<file path="src/rtl/rgb_pkg.sv">
// Shared types for the RGB pixel link transmit side.
// Contents:
//   PIXEL_BYTES  - number of bytes each pixel is sent as on the byte stream
//   rgb_t        - one 24-bit pixel, with the fields packed as b,g,r
//   rgb_entry_t  - one pixel FIFO entry: the end-of-line flag plus the pixel
//   ser_state_t  - serializer FSM states
//   wire_byte    - picks the byte sent in a given byte slot of a pixel
package rgb_pkg;

  localparam int PIXEL_BYTES = 3;

  typedef struct packed {
    logic [7:0] b;
    logic [7:0] g;
    logic [7:0] r;
  } rgb_t;

  typedef struct packed {
    logic last;
    rgb_t px;
  } rgb_entry_t;

  typedef logic [$clog2(PIXEL_BYTES)-1:0] byte_idx_t;

  typedef enum logic [1:0] {
    IDLE,
    B0,
    B1,
    B2
  } ser_state_t;

  // Slot 0 carries red (blue when bgr is set), slot 1 always carries green and
  // slot 2 carries the remaining colour.
  function automatic logic [7:0] wire_byte(rgb_t px, byte_idx_t idx, logic bgr);
    logic [7:0] sel;
    case (idx)
      2'd0:    sel = bgr ? px.b : px.r;
      2'd1:    sel = px.g;
      default: sel = bgr ? px.r : px.b;
    endcase
    return sel;
  endfunction

endpackage

</file>
<file path="src/rtl/sync_fifo.sv">
// Single-clock register FIFO with occupancy count.
// Ports:
//   clk    in            clock, all logic on posedge
//   reset  in            asynchronous active-high reset, empties the FIFO
//   push   in            write wdata (ignored when full)
//   wdata  in  WIDTH     data to write
//   pop    in            drop the head entry (ignored when empty)
//   rdata  out WIDTH     head entry, valid while not empty
//   full   out           level == DEPTH
//   empty  out           level == 0
//   level  out AW+1      occupied entries
module sync_fifo #(
  parameter int WIDTH = 25,
  parameter int DEPTH = 4,
  localparam int AW = $clog2(DEPTH)
) (
  input  logic             clk,
  input  logic             reset,
  input  logic             push,
  input  logic [WIDTH-1:0] wdata,
  input  logic             pop,
  output logic [WIDTH-1:0] rdata,
  output logic             full,
  output logic             empty,
  output logic [AW:0]      level
);

  logic [WIDTH-1:0] mem [DEPTH];
  logic [AW-1:0]    wr_ptr;
  logic [AW-1:0]    rd_ptr;
  logic             do_push;
  logic             do_pop;

  assign full    = (level == (AW+1)'(DEPTH));
  assign empty   = (level == '0);
  assign do_push = push & ~full;
  assign do_pop  = pop & ~empty;
  assign rdata   = mem[rd_ptr];

  // DEPTH is a power of two, so the pointers wrap naturally. A simultaneous
  // push and pop leaves the level where it was.
  always_ff @(posedge clk or posedge reset) begin
    if (reset) begin
      wr_ptr <= '0;
      rd_ptr <= '0;
      level  <= '0;
    end else begin
      if (do_push) wr_ptr <= wr_ptr + 1'b1;
      if (do_pop)  rd_ptr <= rd_ptr + 1'b1;
      case ({do_push, do_pop})
        2'b10:   level <= level + 1'b1;
        2'b01:   level <= level - 1'b1;
        default: level <= level;
      endcase
    end
  end

  // Storage needs no reset: an entry is only read after it has been written.
  always_ff @(posedge clk) begin
    if (do_push) mem[wr_ptr] <= wdata;
  end

endmodule

</file>
<file path="src/rtl/rgb_byte_serializer.sv">
// Transmit side of the RGB pixel link: buffers whole pixels and sends each
// one as three bytes on a byte-wide valid/ready stream.
// Ports:
//   clk          in       clock
//   reset        in       asynchronous active-high reset
//   pix_valid    in       pixel offered
//   pix_ready    out      pixel taken when pix_valid & pix_ready
//   pix_r/g/b    in  8    colour fields
//   pix_last     in       pixel ends its line
//   byte_valid   out      byte_data valid
//   byte_ready   in       sink takes the byte when byte_valid & byte_ready
//   byte_data    out 8    serialized byte
//   byte_first   out      first byte of a pixel
//   byte_last    out      third byte of a pixel flagged pix_last
//   fifo_level   out      occupied pixel FIFO entries
//   pixel_count  out 16   pixels completely sent since reset (wraps)
module rgb_byte_serializer
  import rgb_pkg::*;
#(
  parameter int FIFO_DEPTH = 4,
  parameter bit BGR_ORDER  = 1'b0
) (
  input  logic                        clk,
  input  logic                        reset,
  input  logic                        pix_valid,
  output logic                        pix_ready,
  input  logic [7:0]                  pix_r,
  input  logic [7:0]                  pix_g,
  input  logic [7:0]                  pix_b,
  input  logic                        pix_last,
  output logic                        byte_valid,
  input  logic                        byte_ready,
  output logic [7:0]                  byte_data,
  output logic                        byte_first,
  output logic                        byte_last,
  output logic [$clog2(FIFO_DEPTH):0] fifo_level,
  output logic [15:0]                 pixel_count
);

  ser_state_t state_q;
  ser_state_t state_d;
  rgb_entry_t push_entry;
  rgb_entry_t head_entry;
  rgb_entry_t hold_q;
  logic       ready_en_q;
  logic       fifo_full;
  logic       fifo_empty;
  logic       fifo_push;
  logic       fifo_pop;
  logic       out_fire;
  logic [15:0] pixel_count_q;

  // pix_ready comes purely from registers; ready_en_q keeps it low while
  // reset is held, since an empty FIFO would otherwise report ready.
  assign pix_ready   = ready_en_q & ~fifo_full;
  assign fifo_push   = pix_valid & pix_ready;
  assign byte_valid  = (state_q != IDLE);
  assign out_fire    = byte_valid & byte_ready;
  assign pixel_count = pixel_count_q;

  always_comb begin
    push_entry.last = pix_last;
    push_entry.px.r = pix_r;
    push_entry.px.g = pix_g;
    push_entry.px.b = pix_b;
  end

  sync_fifo #(
    .WIDTH ($bits(rgb_entry_t)),
    .DEPTH (FIFO_DEPTH)
  ) u_fifo (
    .clk   (clk),
    .reset (reset),
    .push  (fifo_push),
    .wdata (push_entry),
    .pop   (fifo_pop),
    .rdata (head_entry),
    .full  (fifo_full),
    .empty (fifo_empty),
    .level (fifo_level)
  );

  always_ff @(posedge clk or posedge reset) begin
    if (reset) ready_en_q <= 1'b0;
    else       ready_en_q <= 1'b1;
  end

  always_ff @(posedge clk or posedge reset) begin
    if (reset) state_q <= IDLE;
    else       state_q <= state_d;
  end

  // Next pixel is popped either from IDLE or on the last byte's handshake,
  // so back-to-back pixels leave no idle cycle on the byte stream.
  always_comb begin
    state_d  = state_q;
    fifo_pop = 1'b0;
    unique case (state_q)
      IDLE: begin
        if (!fifo_empty) begin
          fifo_pop = 1'b1;
          state_d  = B0;
        end
      end
      B0: if (out_fire) state_d = B1;
      B1: if (out_fire) state_d = B2;
      B2: begin
        if (out_fire) begin
          if (!fifo_empty) begin
            fifo_pop = 1'b1;
            state_d  = B0;
          end else begin
            state_d = IDLE;
          end
        end
      end
      default: state_d = IDLE;
    endcase
  end

  // The holding register is the pixel on the wire; it only changes on a pop,
  // which keeps the byte outputs stable while the sink stalls.
  always_ff @(posedge clk or posedge reset) begin
    if (reset)         hold_q <= '0;
    else if (fifo_pop) hold_q <= head_entry;
  end

  always_ff @(posedge clk or posedge reset) begin
    if (reset)                            pixel_count_q <= '0;
    else if ((state_q == B2) && out_fire) pixel_count_q <= pixel_count_q + 16'd1;
  end

  always_comb begin
    byte_data = 8'h00;
    unique case (state_q)
      B0:      byte_data = wire_byte(hold_q.px, 2'd0, BGR_ORDER);
      B1:      byte_data = wire_byte(hold_q.px, 2'd1, BGR_ORDER);
      B2:      byte_data = wire_byte(hold_q.px, 2'd2, BGR_ORDER);
      default: byte_data = 8'h00;
    endcase
  end

  assign byte_first = (state_q == B0);
  assign byte_last  = (state_q == B2) && hold_q.last;

endmodule

</file>
<file path="config.mk">
export PLATFORM = sky130hd
export DESIGN_NAME = rgb_byte_serializer
export DESIGN_NICKNAME = d
export VERILOG_FILES = /design/src/rtl/rgb_pkg.sv /design/src/rtl/sync_fifo.sv /design/src/rtl/rgb_byte_serializer.sv
export SDC_FILE = /design/constraint.sdc
export NUM_CORES = 1
export LEC_CHECK = 0
export ABC_AREA = 1
export ABC_CLOCK_PERIOD_IN_PS = 3400
export BUFFER_PORTS_ARGS = -buffer_cell sky130_fd_sc_hd__buf_2
export CAP_MARGIN = 0
export CELL_PAD_IN_SITES_DETAIL_PLACEMENT = 0
export CELL_PAD_IN_SITES_GLOBAL_PLACEMENT = 1
export CORE_MARGIN = 5
export CORE_UTILIZATION = 30
export DETAILED_ROUTE_END_ITERATION = 8
export PLACE_DENSITY_LB_ADDON = 0.15
export SETUP_SLACK_MARGIN = 0.3
export SYNTH_ARGS = -nofsm -noshare
export SYNTH_HDL_FRONTEND = slang
export SYNTH_SLANG_ARGS = --single-unit
</file>
<file path="constraint.sdc">
create_clock -name clk -period 3.4 [get_ports clk]
set_input_delay 0.85 -clock clk [delete_from_list [all_inputs] [get_ports clk]]
set_output_delay 0.85 -clock clk [all_outputs]
set_load 0.005 [all_outputs]
</file>
Yosys cells after proc, flatten, opt, wreduce, memory -nomap -nowiden
Memories as Yosys holds them, arrays and structs flattened. A register that Yosys moved wholly into a read port is not among the register bits.
Index checks and enable logic that the tools add are counted.
{"block": "classes", "eq_ne": 10, "addsub": 5, "n_reduce_logical": 7, "mux": 13, "n_bitwise": 7}
{"op": "$pmux 8 s3", "n": 1}
{"op": "$add 16x1->16 const B", "n": 1}
{"op": "$mux 2", "n": 4}
{"op": "$pmux 2 s4", "n": 1}
{"op": "$eq 2x2->1 const B", "n": 3}
{"op": "$ne 2x2->1 const B", "n": 3}
{"op": "$pmux 3 s2", "n": 1}
{"op": "$and 1x1->1", "n": 5}
{"op": "$mux 1", "n": 5}
{"op": "$add 2x1->2 const B", "n": 2}
{"op": "$eq 2x1->1 const B", "n": 2}
{"op": "$reduce_and 4->1", "n": 1}
{"op": "$reduce_bool 2->1", "n": 2}
{"op": "$add 3x1->3 const B", "n": 1}
{"op": "$eq 3x3->1 const B", "n": 1}
{"op": "$logic_not 3->1", "n": 1}
{"op": "$sub 3x1->3 const B", "n": 1}
{"op": "$logic_and 1x1->1", "n": 2}
{"op": "$logic_not 2->1", "n": 1}
{"op": "$ne 2x1->1 const B", "n": 1}
{"op": "$not 1->1", "n": 2}
{"op": "$pmux 1 s2", "n": 1}
{"block": "word_totals", "register_bits": 26, "mem_count": 1, "wordCells": 49, "in_bits": 29, "ramBits": 100}
{"memory": "u_fifo.mem", "words": 4, "width": 25, "read_ports": 1, "rd_ports_with_merged_regs": 1, "write_ports": 1, "line": "sync_fifo.sv:28", "source": "logic [WIDTH-1:0] mem [DEPTH];"}

Logic depth before layout (Yosys ltp)
{"block": "logic_depth", "depth_word": 7, "depth_mapped": 14}

Modules after synthesis
A second synthesis with hierarchy kept.
{"block": "unflattened", "cells_unflattened": 647, "hier_area_um2": 6683.9}
{"module": "sync_fifo", "cells_per_inst": 354, "area_each_um2": 4470.5, "instances": 1}
{"module": "rgb_byte_serializer", "cells_per_inst": 293, "area_each_um2": 2213.4, "instances": 1}

Worst setup path after synthesis
OpenSTA, ideal clock, no wires.
{"block": "synth_timing", "path_kind": "input port to flip-flop", "startpoint": "input byte_ready", "endpoint": "register u_fifo.level[2]", "setup_time_ns": 0.131, "arrival_time_ns": 2.343, "path_slack_ns": 0.926, "path_buffers": 1, "stages": 11, "path_cell_list": "nand3_4 nand2_2 nand3b_4 inv_4 buf_6 ha_1 inv_1 fa_1 a21oi_1 o21ai_0 xor2_1"}
{"block": "synth_between", "elab_chain_len": 6, "elab_cells_between_ends": 8, "cone_classes": "2 x eq/ne; 3 x mux; 2 x bitwise; 1 x reduce/logical"}
{"element": "start, declared", "line": "rgb_byte_serializer.sv:32", "source": "input logic byte_ready,"}
{"element": "$and 1x1->1 *", "line": "rgb_byte_serializer.sv:58", "source": "assign out_fire = byte_valid & byte_ready;"}
{"element": "$mux 1 *", "line": "rgb_byte_serializer.sv:108", "source": "if (out_fire) begin"}
{"element": "$pmux 1 s2 *", "line": "rgb_byte_serializer.sv:98", "source": "unique case (state_q)"}
{"element": "$and 1x1->1 *", "line": "sync_fifo.sv:37", "source": "assign do_pop = pop & ~empty;"}
{"element": "named net u_fifo.do_pop", "line": "sync_fifo.sv:32", "source": "logic do_pop;"}
{"element": "$eq 2x1->1 / $eq 2x2->1 (equally long branches)", "line": "sync_fifo.sv:50", "source": "case ({do_push, do_pop})"}
{"element": "$pmux 3 s2 / $reduce_bool 2->1 (equally long branches)"}
{"element": "end signal, assigned", "line": "sync_fifo.sv:51", "source": "2'b10: level <= level + 1'b1;"}
{"element": "end signal, assigned", "line": "sync_fifo.sv:52", "source": "2'b01: level <= level - 1'b1;"}
{"element": "end signal, assigned", "line": "sync_fifo.sv:53", "source": "default: level <= level;"}
{"element": "end, declared", "line": "sync_fifo.sv:25", "source": "output logic [AW:0] level"}
Mark *: on every way through the listed nets, which the timed path passes. The rest lies on a longest branch.
A chain may end at the register's enable or synchronous reset.

Worst setup path in the final report
{"block": "layout_timing", "startpoint": "register state_q[0]", "endpoint": "output byte_data[6]"}
{"block": "layout_between", "elab_chain_len": 2, "elab_cells_between_ends": 4, "cone_classes": "3 x eq/ne; 1 x mux"}
{"element": "start, declared", "line": "rgb_byte_serializer.sv:40", "source": "ser_state_t state_q;"}
{"element": "start signal, assigned", "line": "rgb_byte_serializer.sv:90", "source": "else state_q <= state_d;"}
{"element": "$eq 2x2->1 / $eq 2x1->1 (equally long branches)", "line": "rgb_byte_serializer.sv:135", "source": "unique case (state_q)"}
{"element": "$pmux 8 s3 *", "line": "rgb_byte_serializer.sv:135"}
{"element": "end, declared", "line": "rgb_byte_serializer.sv:33", "source": "output logic [7:0] byte_data,"}
Mark *: on every way between the ends. The rest lies on a longest branch, timed or not.

==> impl_metrics.csv <==
group,metric,value,unit
die,die_h,155,µm
final_layout,final_common_cell,"nand2_1",
drt,wl,14700,µm
sta,finClkSkew,8.61,ps
drt,num_vias,4226,
clock_network,clk_pin_slew,60,ps
final_layout,drive_above_1_share,16.5,%
clock_network,cts_tree,"built",
sta,slew_headroom,40.3,%
sta,tightest_slew,894,ps
flow_run,cap_viol_max_count,0,
synthesis,ys_seq_area_share,67.7,%
clock_network,clock_latency,420,ps
critical_path,regToRegSetupSlack,920,ps
die,core,20900,µm²
synthesis,synth_area,6320,µm²
critical_path,worstReg2RegStart,"state_q[0]$_DFFE_PP0P_",
min_path,hp-class,"input port to asynchronous set/reset pin",
die,die_w,155,µm
place,port_buffers,59,
critical_path,arrival,1850,ps
synthesis,syn_area_per_cell,10.9,µm²
drt,wl_per_cell,15.7,µm
grt,gr-total-overflow,0,
critical_path,crit_fanout,9,
sta,timing.fmax,370,MHz
critical_path,reg2regPathDepth,11,
sta,setup_violations,0,
final_layout,final_cell_mix,"153 x nand2_1, 100 x edfxtp_1, 68 x nor2_1",
clock_network,ctsRootBufferMaster,"clkbuf_16",
synthesis,synth_fa_ha_area_share,2.49,%
final_layout,fin_nets,690,
drt,dr.pass1.iters,4,
power_and_ir_drop,p_leak,3.16,nW
clock_network,htree_levels,4,
grt,grt_max_degree,53,
power_and_ir_drop,combPwrFrac,32.4,%
synthesis,synth_top_family_by_area,"simple AND/OR/NAND/NOR gates",
critical_path,end_kind,"primary output",
synthesis,ys_ff_latch,151,
synthesis,synth_compound_area_share,7.27,%
die,start_util,30.3,%
sta,tns,0,ps
synthesis,synthSimpleGateAreaFrac,16.3,%
critical_path,timing.rr.end,"u_fifo.level[2]$_DFFE_PP0P_",
place,gp_congestion,0.729,
drt,first_iter_violations,176,
synthesis,yosys.cell_types.count,29,
clock_network,post_cts_buffers,0,
die,rows,53,
synthesis,synth_warnings,0,
final_layout,diodes,0,
place,place_ws,898,ps
critical_path,required,2550,ps
drt,drc,0,
power_and_ir_drop,clkPwrFrac,27.5,%
sta,fin_ws,698,ps
place,hpwl,9270,µm
sta,period_share,79.5,%
drt,via_per_inst,4.51,
power_and_ir_drop,ir_worst_vdd,412,µV
power_and_ir_drop,pwr-share-seq,40.1,%
clock_network,cts_hold_buf,0,
grt,grtUsageTotal,12.8,%
sta,rsz0062_at_grt,"false",
grt,grt_pass1_vias,4370,
synthesis,synth_cells,582,
drt,antenna_left,0,
grt,antenna_found_initial,0,
power_and_ir_drop,p_per_area,840,nW/µm²
sta,hold_violations,0,
critical_path,worstSetupStartpointType,"flop",
sta,period_needed,2700,ps
synthesis,synth_mux_area_share,0,%
die,io_pins,60,
sta,slew_viol_final,0,
final_layout,syn_to_final_growth,18.5,%
synthesis,synth-xor-area-share,1.80,%
die,dieArea,24100,µm²
clock_network,clock-sinks,151,
clock_network,cts_buffer_depth,2,
status,status,"completed",
power_and_ir_drop,intPower,0.00401,W
power_and_ir_drop,netSwitchingPower,0.00228,W
synthesis,synthesis.nets,623,
clock_network,cts_resized,0,
critical_path,critPathKind,"flop to primary output",
power_and_ir_drop,switching_share,36.3,%
grt,grt_pass1_wl,23600,µm
clock_network,cts_buffers,17,
power groups by stage:
stage	clock, W	combinational, W	sequential, W
3_3_place_gp	0	0.00208	0.00255
2_1_floorplan	0	0.00142	0.00251
4_1_cts	0.00178	0.00211	0.00253
5_1_grt	0.00185	0.00237	0.00256
6_report	0.00173	0.00204	0.00252
3_5_place_dp	0	0.00210	0.00256
flip-flops by register name, summed over array words and instances, names as in the netlist:
name,flops
ready_en_q,1
u_fifo.rd_ptr,2
u_fifo.wr_ptr,2
pixel_count,16
state_q,2
u_fifo.mem,100
hold_q,25
u_fifo.level,3
worst max-delay path by stage:
stage	from	to	slack (ps)	cells past startpoint
after global placement	byte_ready	u_fifo.level[2]$_DFFE_PP0P_	900	11
after global routing	state_q[0]$_DFFE_PP0P_	byte_data[2]	470	7
after detailed placement	byte_ready	u_fifo.level[2]$_DFFE_PP0P_	900	11
final	state_q[0]$_DFFE_PP0P_	byte_data[6]	700	7
after CTS	state_q[0]$_DFFE_PP0P_	byte_data[1]	660	6
after floorplan	byte_ready	u_fifo.level[2]$_DFFE_PP0P_	930	11
cells by family (layout without fill, tap and decap cells):
group / Yosys count / after routing
adders and majority gates: 12 / 12
xor gates and xnor gates: 13 / 13
AOI/OAI and AO/OA: 85 / 85
DFF: 151 / 151
buffers and inverters: 67 / 147
other: 1 / 1
and+or+nand+nor: 253 / 253
through the flow:
step                      total power [W]  utilization, %  hold slack (ps)  instances  area [µm²]
after floorplan                   0.00393               -              449        582        6320
after CTS                         0.00642            35.8              437        937        7490
after detailed placement          0.00466            33.3              470        905        6950
after global placement            0.00463            33.3              466        905        6950
final                             0.00629            35.8              432        937        7490
after global routing              0.00678            35.8              468        937        7490
routing by layer:
metal | part of all wire (%) | track usage (%)
met1 | 45 | 16.2
met2 | 50 | 21.8
met3 | 4.7 | 3.31
met4 | 1.1 | 3.66
met5 | 0 | 0
area by class of cell:
| class | instances | area (µm²) |
|---|---|---|
| clock inverters | 13 | 106 |
| multi-input cells | 364 | 1770 |
| clock buffers | 19 | 433 |
| inverters | 45 | 171 |
| flip-flops and latches | 151 | 4280 |
| repair buffers | 70 | 378 |
| fillers | 2128 | 13400 |
| well taps | 275 | 344 |
synth_stat cells:
cell	number	area, µm²
a21boi_0	1	7.51
nand3_1	16	80.1
nor2_1	72	270
edfxtp_1	100	3000
nor2_4	1	11.3
nand3_4	1	17.5
conb_1	1	3.75
nand3b_1	1	7.51
xnor2_1	4	35.0
buf_2	6	30.0
xor2_1	9	78.8
inv_4	1	6.26
buf_1	2	7.51
a21oi_1	2	10.0
buf_6	2	22.5
clkinv_1	1	3.75
clkbuf_1	12	45.0
nand2_1	153	574
inv_2	2	7.51
nand3b_4	1	20.0
inv_1	41	154
nor3_1	1	5.00
fa_1	1	20.0
dfrtp_1	51	1280
ha_1	11	138
o21ai_0	57	285
nand2_2	2	12.5
o22ai_1	25	156
nand4_1	5	31.3
worst max-delay path, cell delays in order, from the launching register on:
cell and delay [ps]:
dfrtp_1 410, inv_1 150, ha_1 410, nand2_1 110, nand3_1 100, nand2_1 50, inv_1 90, buf_2 120
(Power assumes the default switching activity.)
